`src/rtl/gcd_pkg.sv`:
```
`default_nettype none
// ============================================================================
// Module   : gcd_pkg
// Brief    : Types and constants shared by the GCD core and its job sequencer.
// Revision : 1.0 - initial release
// ============================================================================
package gcd_pkg;

    localparam int GCD_WIDTH = 8;

    typedef enum logic [1:0] {
        S_IDLE   = 2'd0,
        S_ISSUE  = 2'd1,
        S_WAIT   = 2'd2,
        S_RESULT = 2'd3
    } seq_state_t;

endpackage
`default_nettype wire

```
`src/rtl/gcd_job_sequencer.sv`:
```
`default_nettype none
// ============================================================================
// Module   : gcd_job_sequencer
// Brief    : Stream front-end for the subtractive GCD core; bypasses zero
//            operands and tags each result with its core-cycle count.
// Revision : 1.0 - initial release
// ============================================================================
module gcd_job_sequencer
    import gcd_pkg::*;
#(
    parameter int WIDTH = GCD_WIDTH,
    parameter int CW    = 10,
    parameter int JW    = 16
) (
    input  logic             clk,
    input  logic             rst,
    input  logic             in_valid,
    output logic             in_ready,
    input  logic [WIDTH-1:0] in_a,
    input  logic [WIDTH-1:0] in_b,
    output logic             out_valid,
    input  logic             out_ready,
    output logic [WIDTH-1:0] out_gcd,
    output logic [CW-1:0]    out_cycles,
    output logic             out_bypass,
    output logic             core_go,
    output logic [WIDTH-1:0] core_x,
    output logic [WIDTH-1:0] core_y,
    input  logic             core_done,
    input  logic [WIDTH-1:0] core_result,
    output logic             busy,
    output logic [JW-1:0]    jobs_done
);

    localparam logic [CW-1:0] c_CNT_MAX = {CW{1'b1}};

    seq_state_t       state_q, state_d;
    logic [WIDTH-1:0] x_q, x_d;
    logic [WIDTH-1:0] y_q, y_d;
    logic [WIDTH-1:0] gcd_q, gcd_d;
    logic [CW-1:0]    cnt_q, cnt_d;
    logic [CW-1:0]    cyc_q, cyc_d;
    logic             byp_q, byp_d;
    logic [JW-1:0]    jobs_q, jobs_d;

    logic             w_accept;
    logic             w_operand_zero;
    logic [CW-1:0]    w_cnt_inc;

    assign w_accept       = in_valid && (state_q == S_IDLE);
    assign w_operand_zero = (in_a == '0) || (in_b == '0);
    // Saturates so an overlong job reports all-ones rather than wrapping.
    assign w_cnt_inc      = (cnt_q == c_CNT_MAX) ? cnt_q : cnt_q + CW'(1);

    always_comb begin
        state_d = state_q;
        x_d     = x_q;
        y_d     = y_q;
        gcd_d   = gcd_q;
        cnt_d   = cnt_q;
        cyc_d   = cyc_q;
        byp_d   = byp_q;
        jobs_d  = jobs_q;

        case (state_q)
            S_IDLE: begin
                if (w_accept) begin
                    x_d = in_a;
                    y_d = in_b;
                    if (w_operand_zero) begin
                        // Subtractive GCD would never terminate; gcd(n,0) = n.
                        gcd_d   = in_a | in_b;
                        byp_d   = 1'b1;
                        cyc_d   = '0;
                        state_d = S_RESULT;
                    end else begin
                        byp_d   = 1'b0;
                        cnt_d   = '0;
                        state_d = S_ISSUE;
                    end
                end
            end
            S_ISSUE: begin
                state_d = S_WAIT;
            end
            S_WAIT: begin
                cnt_d = w_cnt_inc;
                if (core_done) begin
                    gcd_d   = core_result;
                    cyc_d   = w_cnt_inc;
                    state_d = S_RESULT;
                end
            end
            S_RESULT: begin
                if (out_ready) begin
                    jobs_d  = jobs_q + JW'(1);
                    state_d = S_IDLE;
                end
            end
            default: begin
                state_d = S_IDLE;
            end
        endcase
    end

    always_ff @(posedge clk or posedge rst) begin
        if (rst) begin
            state_q <= S_IDLE;
            x_q     <= '0;
            y_q     <= '0;
            gcd_q   <= '0;
            cnt_q   <= '0;
            cyc_q   <= '0;
            byp_q   <= 1'b0;
            jobs_q  <= '0;
        end else begin
            state_q <= state_d;
            x_q     <= x_d;
            y_q     <= y_d;
            gcd_q   <= gcd_d;
            cnt_q   <= cnt_d;
            cyc_q   <= cyc_d;
            byp_q   <= byp_d;
            jobs_q  <= jobs_d;
        end
    end

    assign in_ready   = (state_q == S_IDLE);
    assign out_valid  = (state_q == S_RESULT);
    assign core_go    = (state_q == S_ISSUE);
    assign busy       = (state_q != S_IDLE);
    assign core_x     = x_q;
    assign core_y     = y_q;
    assign out_gcd    = gcd_q;
    assign out_cycles = cyc_q;
    assign out_bypass = byp_q;
    assign jobs_done  = jobs_q;

endmodule
`default_nettype wire

```
`config.mk`:
```
export PLATFORM = sky130hd
export DESIGN_NAME = gcd_job_sequencer
export DESIGN_NICKNAME = d
export VERILOG_FILES = /design/src/rtl/gcd_pkg.sv /design/src/rtl/gcd_job_sequencer.sv
export SDC_FILE = /design/constraint.sdc
export NUM_CORES = 1
export LEC_CHECK = 0
export ABC_CLOCK_PERIOD_IN_PS = 4600
export CORE_AREA = 2 2 82 84
export DETAILED_ROUTE_END_ITERATION = 10
export DIE_AREA = 0 0 84 86
export PLACE_DENSITY = 0.81
export SYNTH_ARGS = -nofsm -noshare
export SYNTH_HDL_FRONTEND = slang
export SYNTH_SLANG_ARGS = --single-unit
```
`constraint.sdc`:
```
create_clock -name clk -period 4.6 [get_ports clk]
set_input_delay 0.46 -clock clk [delete_from_list [all_inputs] [get_ports clk]]
set_output_delay 0.46 -clock clk [all_outputs]
set_load 0.01 [all_outputs]
```
==> results of run 1 <==
## logic make-up after synthesis
family / synth area share, %
mux: 14.8
simple gates: 13.3
xor+xnor: 4.88
flops: 51.6
fa+ha+maj: 2.87
buf+inv: 3.07
compound gates: 9.47
## layer usage
layer  wire (um)  global-route usage, %  vias up
li1            -                      -     1116
met1        2950                   25.0     1148
met2        3230                   31.1       72
met3         488                   7.03        4
met4          23                   5.28        0
met5           0                      0        -
## cell type report
type / instances / area (um2)
repair buffers: 85 / 846
fillers: 513 / 2150
clock inverters: 6 / 60.1
well taps: 77 / 96.3
flip-flops and latches: 63 / 1580
inverters: 7 / 26.3
multi-input cells: 183 / 1380
clock buffers: 10 / 138
## cell usage after synthesis, types with 3 or more instances
cell / instances / area [um2]
dfrtp_1: 63 / 1580
mux2_2: 32 / 360
nand2_1: 22 / 82.6
nor2_1: 19 / 71.3
o21ai_0: 16 / 80.1
xnor2_1: 11 / 96.3
nand3_1: 8 / 40.0
a21oi_1: 7 / 35.0
clkbuf_1: 7 / 26.3
ha_1: 7 / 87.6
inv_1: 7 / 26.3
nand4_1: 7 / 43.8
mux2_4: 6 / 90.1
xor2_1: 6 / 52.6
a31oi_1: 5 / 31.3
a22o_2: 4 / 40.0
and4_1: 4 / 35.0
or4_4: 4 / 45.0
and3_1: 3 / 18.8
## final timing paths
kind | from | endpoint | slack (ps)
min in group asynchronous | rst | jobs_done[14]$_DFFE_PP0P_ | 540
max | state_q[0]$_DFFE_PP0P_ | out_cycles[5]$_DFFE_PP0P_ | 1850
max in group asynchronous | rst | out_gcd[0]$_DFFE_PP0P_ | 3180
max reg2reg | state_q[0]$_DFFE_PP0P_ | out_cycles[5]$_DFFE_PP0P_ | 1850
min | jobs_done[15]$_DFFE_PP0P_ | jobs_done[15]$_DFFE_PP0P_ | 470
min reg2reg | jobs_done[15]$_DFFE_PP0P_ | jobs_done[15]$_DFFE_PP0P_ | 470
## flip-flops by register name, summed over array words and instances, names as in the netlist
| register | flops |
|---|---|
| jobs_done | 16 |
| cnt_q | 10 |
| out_cycles | 10 |
| core_x | 8 |
| core_y | 8 |
| out_gcd | 8 |
| state_q | 2 |
| out_bypass | 1 |
## per-stage QoR
step	power [mW]	util, %	instances	worst slack, ps	instance area [um2]
after floorplan	1.42	-	264	2410	3050
after global placement	1.81	62.6	415	1800	3930
after detailed placement	1.84	62.6	415	1760	3930
final	2.31	65.7	431	1850	4130
after global routing	2.44	65.7	431	1680	4130
after CTS	2.33	65.7	431	1840	4130
## cell usage in the layout, fill, tap and decap left out, drive strengths merged, types with 2 or more instances in the layout
cell type      netlist  routed
a211o                2       2
a21oi                7       7
a22o                 4       4
a31oi                5       5
a41oi                2       2
and3                 3       3
and4                 4       4
buf                  4       2
clkbuf               7      10
clkdlybuf4s50        0      83
clkinv               0       3
clkinvlp             0       2
dfrtp               63      63
ha                   7       7
inv                  7       7
mux2                38      38
nand2               22      22
nand3                8       8
nand4                7       7
nor2                22      22
nor3                 2       2
o21ai               16      16
or4                  4       4
xnor2               11      11
xor2                 6       6
## report_power, final
part           switching [mW]  total, mW  internal [mW]  leakage (nW)
sequential              0.109      0.820          0.712         0.808
combinational           0.441       1.01          0.567         0.886
clock                   0.216      0.478          0.262        0.0981
==> flow_results.org, run 1 <==
** Timing
- Final Slew Violations :: 0
- Tightest slew margin relative to the limit :: 47.1%
- For this run, the top clock speed supported by timing is 0.364 GHz.
- Worst-case hold slack :: 468 ps
- Setup violators final :: 0
- The count of final hold-check violations is 0.
- For the pin with the worst max-slew slack, the measured transition is 793 ps.
- For the final database, setup skew stands at 7.52 ps.
- Setup TNS :: 0 ps
- Share of the clock period used by the worst path after layout :: 59.7%
- For the finished layout, the period the worst path requires is 2750 ps.
- RSZ-0062 raised after global routing :: false

** Drt
- After detailed routing, the number of remaining DRC violations is 0.
- Routed length per placed instance :: 15.5 um
- The routed layout has 2340 vias.
- Summed over all layers, the routed wires come to 6690 um.
- Count of nets left with antenna violations after detail routing :: 0
- Number of DRC markers after the initial detailed-route iteration :: 106
- Dividing the detail-routed via count by the number of cells gives 5.43.
- Count of TritonRoute iterations in the first routing pass :: 7

** Finish
- Fraction of layout cells with a size suffix above 1 :: 19.8%
- 0 antenna diodes ended up in the layout.
- Final net count :: 385
- Compared with the post-synthesis result, the final layout area differs by 35.1%.

** GRT
- Via count of the first global-routing pass :: 2312
- After global routing the overflow that remains totals 0.
- Initial antenna violation count :: 0
- Maximum number of pins on one net before global-route repair :: 34
- Global routing used 19.4% of the available tracks.
- Wire length of the first global-routing pass :: 11200 um

** Worst setup path
- Data on the critical path arrives at its endpoint at 2960 ps.
- Data required time of the worst path :: 4810 ps
- Cell breakdown of the critical path :: inv_1, ha_1, buf_4, inv_1, o22ai_1, a211o_1, mux2_2
- STA classifies the critical path startpoint as a flop.
- Max Fanout on Critical Path :: 28
- Depth of the worst register-to-register path :: 7
- Cell repeated most along the worst path :: inv_1
- The largest single stage delay on the critical path is 680 ps.
- Element type at the critical path end :: flop
- Depth of the critical timing path with buffers and inverters included :: 7
- CP top delay family :: compound AO/OA/AOI/OAI gates
- Critical-path cell with the highest stage delay :: a211o_1
- Kind of critical path :: reg2reg
- Together, buffers and inverters on the worst path number 3.

** Synthesis
- Flip-flop and latch count after synthesis :: 63
- Counting flops with an async set or reset pin after synthesis yields a share of 100%.
- Count of synthesis-stage warnings from yosys :: 0
- Counting every net in the synthesized netlist gives 300.
- A synthesized cell averages 11.6 um2.
- Summing every instance area after synthesis gives 0.00305 mm2.
- In this run, distinct cell masters in the synthesized netlist total 40.
- Yosys mapped a number of flops with a built-in enable equal to 0.
- Counting every instance in the synthesized netlist gives 264.
- Sequential cells were found to cover 51.6% of the synthesized design area.
- Commonest register cell after synthesis :: dfrtp_1

** Pwr
- For this design the static power due to leakage is 1.79 nW.
- The worst-case IR drop observed on VDD is 365 uV.
- For this design the ratio of total power to cell area is 559 mW/mm2.

** Clocking
- The H-tree was split into 3 levels.
- TritonCTS built the clock tree.
- Buffers inserted during post-CTS setup optimization :: 0
- Clock tree synthesis found a total of 63 sinks.
- Clock insertion delay at the later pin of the skew report :: 330 ps
- Clock-pin slew on the worst setup and hold paths :: 70 ps
- In this run the deepest clock path goes through 2 buffers.
- Gates resized during post-CTS repair numbered 0.
- Cell at the root of the clock tree :: clkbuf_8
- CTS buffer count :: 9
- After clock tree synthesis, the flow added hold-fix buffers numbering 0.

** Hold path
- Counting instances, the worst hold path has a depth of 1.
- Tightest Hold Check Type :: reg2reg

** Floorplan
- The die covers 0.00722 mm2.
- Number of placed I/O pins :: 84
- The floorplan has 29 rows.
- Die X-Extent :: 84 um
- The region available for standard cell placement spans 0.00628 mm2.
- Measured along the y axis, the die boundary spans 86 um.
- Initial standard-cell utilization of the core :: 48.6%

** Outcome
- The run finished with clean final reports.

** Placement
- Summed over all nets, the half-perimeter wirelength after detailed placement is 4740 um.
- Routability-driven placement finished with a final weighted congestion of 0.818.
- The count of buffers added on input and output ports is 83.

** Flow run
- MaxCap Viol Count :: 0
(Power assumes the default switching activity.)
==> run 2, diff against run 1 <==
==> config.mk (replaced) <==
export PLATFORM = sky130hd
export DESIGN_NAME = gcd_job_sequencer
export DESIGN_NICKNAME = d
export VERILOG_FILES = /design/src/rtl/gcd_pkg.sv /design/src/rtl/gcd_job_sequencer.sv
export SDC_FILE = /design/constraint.sdc
export NUM_CORES = 1
export LEC_CHECK = 0
export ABC_CLOCK_PERIOD_IN_PS = 2450
export CORE_AREA = 2 2 88 90
export DETAILED_ROUTE_END_ITERATION = 10
export DIE_AREA = 0 0 90 92
export PLACE_DENSITY = 0.75
export SYNTH_ARGS = -nofsm -noshare
export SYNTH_HDL_FRONTEND = slang
export SYNTH_SLANG_ARGS = --single-unit
==> constraint.sdc (replaced) <==
create_clock -name clk -period 2.45 [get_ports clk]
set_input_delay 0.245 -clock clk [delete_from_list [all_inputs] [get_ports clk]]
set_output_delay 0.245 -clock clk [all_outputs]
set_load 0.01 [all_outputs]
==> run 2 against run 1 <==
- non-clock buffer count up 6
- routed wire length increased by 1.4%
- first-iteration DRC count down 41%
- critical path depth unchanged
- largest power group unchanged
- worst hold slack lost 170 ps
- clock skew is 4.0 ps lower
- fmax grew 31%
- core utilization shrank 9.3 points
==> flow_results.org, run 2 (synthesized netlist as in run 1, its figures left out) <==
** Drt
- Count of TritonRoute iterations in the first routing pass :: 4 (-3)
- Number of DRC markers after the initial detailed-route iteration :: 63 (-41%)
- The detailed-route wire length per cell came to 14.8 um (-5.0%).
- The ratio of routed vias to standard cells is 5.08 (-6.3%).
- The via count of the routed design was 2339 (-0.043%).
- The routed wire length was 6790 um (+1.4%).
- Total DRC errors in the routed layout :: 0 (unchanged)
- Count of nets left with antenna violations after detail routing :: 0 (unchanged)

** Floorplan
- The total die area was 0.00828 mm2 (+15%).
- Floorplan core area :: 0.00745 mm2 (+19%)
- The die outline width is 90 um (+7.1%).
- The effective utilization at floorplan was 41.0% (-7.6 points).
- The height of the die was 92 um (+7.0%).
- The standard-cell row count is 32 (+10%).
- Number of placed I/O pins :: 84 (unchanged)

** Timing
- The setup TNS was 0 ps (unchanged).
- Setup violators final :: 0 (unchanged)
- The maximum clock frequency was 0.476 GHz (+31%).
- The max-slew headroom at the worst pin is 76.3% (+29 points).
- RSZ-0062 raised after global routing :: false
- The count of final hold-check violations was 0 (unchanged).
- The clock tree skew after final layout is 3.51 ps (-4.01 ps).
- The shortest period the worst path allows was 2100 ps (-649 ps).
- The final cycle utilization of the critical path came to 85.7% (+26 points).
- Final Slew Violations :: 0 (unchanged)
- The measured slew at the worst slew-check pin is 353 ps (-440 ps).

** Clocking
- Clock-pin slew on the worst setup and hold paths :: 60 ps (about the same)
- The number of buffers inserted by hold repair at cts came to 0 (unchanged).
- The number of levels in the clock H-tree is 3 (unchanged).
- The largest buffer count on any clock path is 2 (unchanged).
- Cell at the root of the clock tree :: clkbuf_8
- CTS tree :: yes
- Buffers inserted during post-CTS setup optimization :: 0 (unchanged)
- The insertion delay of the later-clocked pin in the worst-skew pair came to 340 ps (about the same).
- The number of buffers added by the clock tree synthesis step was 9 (unchanged).
- TritonCTS Sinks :: 63 (unchanged)
- Post-cts resize count :: 0 (unchanged)

** GRT
- Maximum number of pins on one net before global-route repair :: 64 (+88%)
- The global-route wire length before repair came to 11600 um (+3.5%).
- Initial antenna violation count :: 0 (unchanged)
- Overall fraction of global-route tracks in use :: 17.9% (-1.4 points)
- Via count of the first global-routing pass :: 2349 (+1.6%)
- The total global routing overflow came to 0 (unchanged).

** Finish
- The area growth from synthesis to layout is 37.5%.
- The fill cell instance count of the final layout was 655 (+28%).
- The core utilization of the finished layout was 56.4% (-9.3 points).
- Leading cell type in the layout, fill and taps excluded :: clkdlybuf4s50_1
- The fraction of final layout cells with drive strength greater than 1 is 20.4% (+0.62 points).
- Commonest non-fill, non-tap cells in the layout :: clkdlybuf4s50_1 (83), dfrtp_1 (63), mux2_2 (32)
- The total inserted antenna cells was 0 (unchanged).
- The number of nets in the final layout is 391 (+1.6%).
- The flip-flop count of the largest register, all copies and words added is 16 (unchanged).
- Count of placed standard cells in the final layout, fillers left out :: 460 (+6.7%)

** Worst setup path
- By instance count, the cell type seen most on the critical path is inv_1.
- Data required time of the worst path :: 2670 ps (-2140 ps)
- The endpoint identified for the worst register-to-register timing path is out_cycles[1]$_DFFE_PP0P_.
- The critical path starts at state_q[0]$_DFFE_PP0P_.
- The logic depth of the worst register-to-register path came to 7 (unchanged).
- Kind of critical path :: reg2reg
- The setup slack of the most critical reg-to-reg path was 350 ps (-1500 ps).
- R2r startpoint :: state_q[0]$_DFFE_PP0P_
- Max Fanout on Critical Path :: 12 (-57%)
- Data arrival time of the worst path :: 2320 ps (-640 ps)
- STA classifies the critical path endpoint as a flop.
- The worst setup path is launched from a flop.
- The critical path goes through inv_1, ha_1, inv_1, o22ai_1, a211o_1, buf_4, mux2_2.
- The maximum cell stage delay along the critical path came to 400 ps (-280 ps).
- Critical-path cell with the highest stage delay :: dfrtp_1

** Outcome
- Status :: complete, no violations

** Hold path
- The worst hold path belongs to the class in2async.

** Placement
- DPL Wire Length :: 4860 um (+2.5%)
- Final weighted congestion in routability-driven placement :: 0.830 (+1.5%)
- The number of placed instances with taps included came to 446 (+7.5%).
- IO buf count :: 83 (unchanged)

** Flow run
- MaxCap Viol Count :: 0 (unchanged)

** Pwr
- Cell area power density :: 1040 mW/mm2 (+85%)
- The standby leakage power came to 1.82 nW (+1.6%).
- The maximum vdd ir drop is 650 uV (+78%).
## run 2: critical path: cells and delay by family (launching register included)
kind	cells	cell delay [ps]
buffers and inverters	3	450
AOI/OAI and AO/OA	2	420
DFF	1	400
muxes	1	360
adders and majority gates	1	350
## run 2: layout make-up
| cell class | instances | area, um2 | share of cell area [%] |
|---|---|---|---|
| sequential | 63 | 1580 | 37.5 |
| multi-input combinational | 183 | 1380 | 32.9 |
| timing repair buffer | 91 | 903 | 21.5 |
| clock buffer | 14 | 183 | 4.35 |
| tap | 102 | 128 | 3.04 |
| inverter | 7 | 26.3 | 0.626 |
## run 2: layer usage
layer  routed length, um  up-vias  share of wire, %  track usage, %
li1                    -     1124                 -               -
met1                3110     1140                46            22.5
met2                3110       64                46            27.8
met3                 436       11               6.4            6.00
met4                 131        0               1.9            8.85
met5                   0        -                 0               0
## run 2: worst max-delay path by stage
stage	end	slack (ps)	cells after the start
6_report	out_cycles[1]$_DFFE_PP0P_	350	7
5_1_grt	out_gcd[6]$_DFFE_PP0P_	150	7
4_1_cts	out_cycles[1]$_DFFE_PP0P_	340	7
3_5_place_dp	out_gcd[2]$_DFFE_PP0P_	50	7
3_3_place_gp	out_gcd[1]$_DFFE_PP0P_	80	7
2_1_floorplan	cnt_q[0]$_DFFE_PP0P_	260	7
## run 2: metrics by stage
stage	instance area, um2	setup slack (ps)	power, mW	hold slack (ps)
after floorplan	3050	259	2.68	349
after global placement	4020	83.9	3.49	457
after detailed placement	4020	54.6	3.53	457
after CTS	4200	339	4.39	304
after global routing	4200	150	4.63	331
final	4200	351	4.35	298
## run 2: report_power, final
part	internal, mW	leakage [nW]	switching (mW)
Sequential	1.34	0.808	0.203
Clock	0.468	0.0946	0.376
Combinational	1.12	0.919	0.842
